--- config.mk ---
export PLATFORM = sky130hd
export DESIGN_NAME = decstage_flat
export DESIGN_NICKNAME = d
export VERILOG_FILES = /design/src/rtl/cpu_defs_pkg.sv /design/src/rtl/decstage_if.sv /design/src/rtl/decstage_regfile.sv /design/src/rtl/decstage.sv /design/src/flat_wrapper.sv
export SDC_FILE = /design/constraint.sdc
export NUM_CORES = 2
export LEC_CHECK = 0
export CAP_MARGIN = 10
export CORE_MARGIN = 3
export CORE_UTILIZATION = 30
export DETAILED_ROUTE_END_ITERATION = 8
export PLACE_DENSITY = 0.53
export SYNTH_ARGS = -nofsm -noshare
export SYNTH_HDL_FRONTEND = slang
export SYNTH_SLANG_ARGS = --single-unit
--- constraint.sdc ---
create_clock -name clk -period 2.8 [get_ports clk]
set_input_delay 0.56 -clock clk [delete_from_list [all_inputs] [get_ports clk]]
set_output_delay 0.56 -clock clk [all_outputs]
set_load 0.005 [all_outputs]
--- src/rtl/cpu_defs_pkg.sv ---
// Shared decode definitions: widths, instruction field positions, immediate modes.
package cpu_defs;

  localparam int unsigned DATA_W  = 32;
  localparam int unsigned REG_CNT = 32;
  localparam int unsigned ADDR_W  = 5;
  localparam int unsigned INSTR_W = 32;
  localparam int unsigned IMM_W   = 16;

  localparam int unsigned OPC_HI = 31;
  localparam int unsigned OPC_LO = 26;
  localparam int unsigned RS_HI  = 25;
  localparam int unsigned RS_LO  = 21;
  localparam int unsigned RD_HI  = 20;
  localparam int unsigned RD_LO  = 16;
  localparam int unsigned RT_HI  = 15;
  localparam int unsigned RT_LO  = 11;
  localparam int unsigned IMM_HI = 15;
  localparam int unsigned IMM_LO = 0;

  typedef enum logic [1:0] {
    IMM_SEXT = 2'b00,
    IMM_ZEXT = 2'b01,
    IMM_LUI  = 2'b10,
    IMM_BR   = 2'b11
  } imm_ext_e;

  // Write-back payload from the memory/write-back stage
  typedef struct packed {
    logic              en;
    logic [ADDR_W-1:0] addr;
    logic [DATA_W-1:0] data;
  } wb_t;

  // Branch mode drops the top two sign bits so the result stays 32 bits wide
  function automatic logic [DATA_W-1:0] imm_extend(input logic [IMM_W-1:0] i,
                                                   input imm_ext_e mode);
    logic [DATA_W-1:0] r;
    case (mode)
      IMM_ZEXT: r = {16'b0, i};
      IMM_LUI:  r = {i, 16'b0};
      IMM_BR:   r = {{14{i[IMM_W-1]}}, i, 2'b00};
      default:  r = {{16{i[IMM_W-1]}}, i};
    endcase
    return r;
  endfunction

endpackage

--- src/rtl/decstage_if.sv ---
// Decode-stage bus: instruction in, write-back port, registered operands out.
interface decstage_if;
  import cpu_defs::*;

  logic [INSTR_W-1:0] instr;
  logic               instr_valid;
  logic               stall;
  logic               rf_b_sel;
  imm_ext_e           imm_ext;
  wb_t                wb;
  logic [DATA_W-1:0]  rfa;
  logic [DATA_W-1:0]  rfb;
  logic [DATA_W-1:0]  immed;
  logic               out_valid;

  modport master (
    output instr, instr_valid, stall, rf_b_sel, imm_ext, wb,
    input  rfa, rfb, immed, out_valid
  );

  modport slave (
    input  instr, instr_valid, stall, rf_b_sel, imm_ext, wb,
    output rfa, rfb, immed, out_valid
  );
endinterface

--- src/rtl/decstage_regfile.sv ---
// 32x32 register file: two combinational read ports, one clocked write port, r0 reads zero.
module regfile
  import cpu_defs::*;
(
  input  logic              clk,
  input  logic              rst_n,
  input  logic              we,
  input  logic [ADDR_W-1:0] waddr,
  input  logic [DATA_W-1:0] wdata,
  input  logic [ADDR_W-1:0] raddr_a,
  input  logic [ADDR_W-1:0] raddr_b,
  output logic [DATA_W-1:0] rdata_a_c,
  output logic [DATA_W-1:0] rdata_b_c
);

  logic [DATA_W-1:0] regs [REG_CNT];

  always_ff @(posedge clk or negedge rst_n) begin
    if (!rst_n) begin
      for (int i = 0; i < int'(REG_CNT); i++) regs[i] <= '0;
    end else if (we && (waddr != '0)) begin
      regs[waddr] <= wdata;
    end
  end

  always_comb begin
    rdata_a_c = (raddr_a == '0) ? '0 : regs[raddr_a];
    rdata_b_c = (raddr_b == '0) ? '0 : regs[raddr_b];
  end

endmodule

--- src/rtl/decstage.sv ---
// Instruction decode stage: register read with write-back bypass, immediate extension,
// and a one-deep pipeline register feeding the ALU stage.
module decstage
  import cpu_defs::*;
(
  input  logic       clk,
  input  logic       rst_n,
  decstage_if.slave  bus
);

  logic [ADDR_W-1:0] rs;
  logic [ADDR_W-1:0] rd;
  logic [ADDR_W-1:0] rt;
  logic [ADDR_W-1:0] addr_b;
  logic [DATA_W-1:0] rf_a_c;
  logic [DATA_W-1:0] rf_b_c;
  logic [DATA_W-1:0] opa_c;
  logic [DATA_W-1:0] opb_c;
  logic [DATA_W-1:0] imm_c;
  logic              wb_live;
  logic [ADDR_W-1:0] cap_a;
  logic [ADDR_W-1:0] cap_b;

  always_comb begin
    rs      = bus.instr[RS_HI:RS_LO];
    rd      = bus.instr[RD_HI:RD_LO];
    rt      = bus.instr[RT_HI:RT_LO];
    addr_b  = bus.rf_b_sel ? rd : rt;
    wb_live = bus.wb.en && (bus.wb.addr != '0);
    imm_c   = imm_extend(bus.instr[IMM_HI:IMM_LO], bus.imm_ext);
  end

  regfile u_regfile (
    .clk       (clk),
    .rst_n     (rst_n),
    .we        (bus.wb.en),
    .waddr     (bus.wb.addr),
    .wdata     (bus.wb.data),
    .raddr_a   (rs),
    .raddr_b   (addr_b),
    .rdata_a_c (rf_a_c),
    .rdata_b_c (rf_b_c)
  );

  // Same-cycle write-to-read forwarding, independent per port
  always_comb begin
    opa_c = (wb_live && (bus.wb.addr == rs))     ? bus.wb.data : rf_a_c;
    opb_c = (wb_live && (bus.wb.addr == addr_b)) ? bus.wb.data : rf_b_c;
  end

  // While stalled, held operands track write-back to their captured source registers
  always_ff @(posedge clk or negedge rst_n) begin
    if (!rst_n) begin
      bus.rfa       <= '0;
      bus.rfb       <= '0;
      bus.immed     <= '0;
      bus.out_valid <= 1'b0;
      cap_a         <= '0;
      cap_b         <= '0;
    end else if (!bus.stall) begin
      bus.rfa       <= opa_c;
      bus.rfb       <= opb_c;
      bus.immed     <= imm_c;
      bus.out_valid <= bus.instr_valid;
      cap_a         <= rs;
      cap_b         <= addr_b;
    end else begin
      if (wb_live && (bus.wb.addr == cap_a)) bus.rfa <= bus.wb.data;
      if (wb_live && (bus.wb.addr == cap_b)) bus.rfb <= bus.wb.data;
    end
  end

endmodule

--- src/flat_wrapper.sv ---
// flat-port wrapper written by rule: the top's interface ports become plain ports
module decstage_flat import cpu_defs::*;
  (clk, rst_n, bus_instr, bus_instr_valid, bus_stall, bus_rf_b_sel, bus_imm_ext, bus_wb, bus_rfa, bus_rfb, bus_immed, bus_out_valid);
  decstage_if bus_i ();
  input  logic clk;
  input  logic rst_n;
  input wire logic [$bits(bus_i.instr)-1:0] bus_instr;
  input wire logic [$bits(bus_i.instr_valid)-1:0] bus_instr_valid;
  input wire logic [$bits(bus_i.stall)-1:0] bus_stall;
  input wire logic [$bits(bus_i.rf_b_sel)-1:0] bus_rf_b_sel;
  input wire logic [$bits(bus_i.imm_ext)-1:0] bus_imm_ext;
  input wire logic [$bits(bus_i.wb)-1:0] bus_wb;
  output wire logic [$bits(bus_i.rfa)-1:0] bus_rfa;
  output wire logic [$bits(bus_i.rfb)-1:0] bus_rfb;
  output wire logic [$bits(bus_i.immed)-1:0] bus_immed;
  output wire logic [$bits(bus_i.out_valid)-1:0] bus_out_valid;
  assign bus_i.instr = bus_instr;
  assign bus_i.instr_valid = bus_instr_valid;
  assign bus_i.stall = bus_stall;
  assign bus_i.rf_b_sel = bus_rf_b_sel;
  assign bus_i.imm_ext = bus_imm_ext;
  assign bus_i.wb = bus_wb;
  assign bus_rfa = bus_i.rfa;
  assign bus_rfb = bus_i.rfb;
  assign bus_immed = bus_i.immed;
  assign bus_out_valid = bus_i.out_valid;
  decstage u_core (.clk(clk), .rst_n(rst_n), .bus(bus_i));
endmodule
==> impl_metrics.env <==
export IMPL_tightest_slew_ns=0.932
export IMPL_slew_viol_final=0
export IMPL_drt_wirelength_per_cell_um=28.0
export IMPL_ys_seq_elements=1131
export IMPL_dieArea_um2=235000
export IMPL_die_w_um=485
export IMPL_grt_pass1_vias=57700
export IMPL_area_delta_synth_final_pct=20.8
export IMPL_yosysWarningCount=0
export IMPL_fillers=22300
export IMPL_synth_seq_area_share_pct=41.2
export IMPL_vias=59000
export IMPL_routed_wl_mm=274
export IMPL_timing_rr_start="u_core.u_regfile.regs[745]$_DFFE_PN0P_"
export IMPL_fp_dieH_um=485
export IMPL_gp_congestion=0.874
export IMPL_ys_top_cells_by_area="dfrtp_1 41%, mux2_2 16%, mux4_2 8.5%, nand2_1 4.6%, a211oi_1 4.0%"
export IMPL_max_freq_ghz=0.394
export IMPL_fin_skew_ns=0.0302
export IMPL_fin_util_pct=36.5
export IMPL_criticalPathCategory="in2reg"
export IMPL_power_leakage_nw=34.2
export IMPL_layout_nets=6743
export IMPL_coreArea_um2=228000
export IMPL_grt_overflow_total=0
export IMPL_rsz0062_at_grt="no"
export IMPL_holdCritPathClass="in2reg"
export IMPL_post_cts_resized=0
export IMPL_cpPeakStageDelay_ns=0.45
export IMPL_clock_latency_ns=0.78
export IMPL_maxCapViolCount=0
export IMPL_num_io_pins=174
export IMPL_end_kind="flip-flop"
export IMPL_finalHoldViolCount=0
export IMPL_syn_instance_count=6534
export IMPL_worstReg2RegEnd="u_core.bus.rfb[9]$_DFFE_PN0P_"
export IMPL_async_flop_share_pct=100
export IMPL_ys_top_cells_by_count="1131 x dfrtp_1, 1003 x mux2_2, 851 x nand2_1"
export IMPL_cp_num_buf_inv=5
export IMPL_setup_tns_ns=0
export IMPL_fin_crit_ns=2.54
export IMPL_antenna_found_initial=10
export IMPL_ctsHtreeMaxLevel=4
export IMPL_cts_made_buffers=133
export IMPL_synth_edf_count=0
export IMPL_status="complete, no violations"
export IMPL_cts_tree="done"
export IMPL_syn_nets=6611
export IMPL_power_density_nw_per_um2=633
export IMPL_root_buffer="clkbuf_16"
export IMPL_cts_sinks=1131
export IMPL_firstDrtPassIters=8
export IMPL_cts_clk_slew_worst_paths_ns=0.06
export IMPL_worstRegToRegCells=6
export IMPL_startpoint_type="input pin"
export IMPL_syn_area_per_cell_um2=10.5
export IMPL_cpMaxStageDelayCell="clkdlybuf4s50_1"
export IMPL_clk_path_buf_depth=3
export IMPL_drive_gt1_share_pct=32.6
export IMPL_start_util_pct=30.2
export IMPL_path_max_fanout=7
export IMPL_grt_max_degree=96
export IMPL_grt_pass1_wl_mm=402
export IMPL_cts_setup_buffers=0
export IMPL_finalCritPeriodShare_pct=90.7
export IMPL_path_common_cell="buf_12"
export IMPL_total_power_mw=52.6
export IMPL_synth_top_cell_by_area="dfrtp_1"
export IMPL_design_area_um2=83100
export IMPL_holdPathEnd="u_core.cap_b[4]$_DFFE_PN0N_"
export IMPL_synth_most_common_cell="dfrtp_1"
export IMPL_rows=175
export IMPL_yosys_cell_types_count=74
export IMPL_place_area_um2=78600
export IMPL_io_buffers=167
export IMPL_via_per_inst=6.03
export IMPL_synth_top_cell_area_share_pct=41.2
export IMPL_ir_worst_vdd_uv=436
export IMPL_drtIter0Drc=6901
export IMPL_slew_headroom_pct=37.6
export IMPL_hpwl_mm=175
export IMPL_setup_viol=0
export IMPL_critPathTopFamily="buffers and inverters"
export IMPL_hold_path_startpoint="bus_stall"
export IMPL_worstPathCellList="clkdlybuf4s50_1 > buf_12 > mux2_8 > buf_4 > nand2b_2 > buf_12 > buf_12 > a311oi_1 > nor4_2 > a221o_1"
export IMPL_min_path_cells=2
export IMPL_crit_required_ns=3.43
export IMPL_ant_nets=0
export IMPL_grtUsageTotal_pct=22.6
export IMPL_r2r_slack_ns=0.73
export IMPL_cp_arrival_ns=3.17
export IMPL_synthFlopType="dfrtp_1"
export IMPL_synth_area_um2=68800
export IMPL_drc=0
## layer usage
metal  routed length [um]  vias up  global-route usage (%)  share of wire [%]
li1                     -    24900                       -                  -
met1               114000    30300                    30.7                 42
met2               123000     3163                    35.1                 45
met3                23700      678                    4.37                8.7
met4                12400        4                    9.71                4.5
met5                   29        -                       0              0.011
## how the worst max path moves through the flow
stage	cells past startpoint	startpoint	slack, ns	to
after floorplan	9	bus_instr[11]	0.38	u_core.bus.rfb[30]$_DFFE_PN0P_
after global placement	10	bus_instr[20]	-0.48	u_core.bus.rfb[22]$_DFFE_PN0P_
after detailed placement	9	bus_instr[20]	-0.50	u_core.bus.rfb[9]$_DFFE_PN0P_
after CTS	1	u_core.bus.rfb[19]$_DFFE_PN0P_	0.25	bus_rfb[19]
after global routing	10	bus_instr[15]	0.24	u_core.bus.rfb[9]$_DFFE_PN0P_
final	10	bus_instr[15]	0.26	u_core.bus.rfb[9]$_DFFE_PN0P_
## cell usage in the layout, fill, tap and decap left out, types with 139 or more instances in the layout
cell,count
buf_4,384
a21oi_1,432
nand3_1,160
clkbuf_16,139
buf_12,226
o21ai_0,230
mux4_2,258
nand2_1,835
mux2_2,1003
a31oi_1,157
dfrtp_1,1131
clkdlybuf4s50_1,157
a211oi_1,364
## report_power, final
| part | switching, mW | internal (mW) |
|---|---|---|
| logic | 5.69 | 6.39 |
| registers | 2.86 | 19.4 |
| clock network | 7.55 | 10.7 |
| total | 16.1 | 36.5 |
## worst reg2reg max path, cell delays in order, from the launching register on
cell and delay [ns]:
dfrtp_1 0.42, a211oi_1 0.24, a21oi_1 0.10, o221a_1 0.23, a311oi_1 0.48, nor4_2 0.14, a221o_1 0.34
## layout make-up
class                   count  area [um^2]  area share (%)
diodes                      2         5.00         0.00602
clock buffers             184         3880            4.67
clock inverters            50          618           0.744
inverters                  35          151           0.182
multi-input cells        4587        37200            44.8
flip-flops and latches   1131        28300            34.1
well taps                3009         3760            4.53
repair buffers            778         9130            11.0
## registers in the layout (all words and copies together) (netlist names)
signal	count
u_core.cap_a	5
u_core.u_regfile.regs	1024
u_core.bus.out_valid	1
u_core.cap_b	5
u_core.bus.rfb	32
u_core.bus.immed	32
u_core.bus.rfa	32
## through the flow
step                worst slack (ns)  hold WS, ns  std cells
detailed placement            -0.496        0.391       9539
finish                         0.261        0.295       9776
CTS                            0.247        0.205       9774
floorplan                      0.384        0.264       6534
global route                   0.237        0.242       9774
global placement              -0.484        0.386       9539
## cell families (layout without fill, tap and decap cells)
family | after synthesis | after routing | share of synthesized area, %
other | 0 | 2 | 0
XOR/XNOR | 20 | 20 | 0.255
AND/OR/NAND/NOR | 1357 | 1357 | 8.70
AO/OA/AOI/OAI | 1812 | 1812 | 17.8
buffers and inverters | 816 | 1047 | 5.14
multiplexers | 1398 | 1398 | 26.9
flip-flops | 1131 | 1131 | 41.2
## what timing repair did
action,4_1_cts,5_1_grt
endpoints found under the hold margin,23,0
hold buffers,1,0
endpoints found under the setup margin,0,0
No activity file was read; power rests on OpenSTA's default activity.
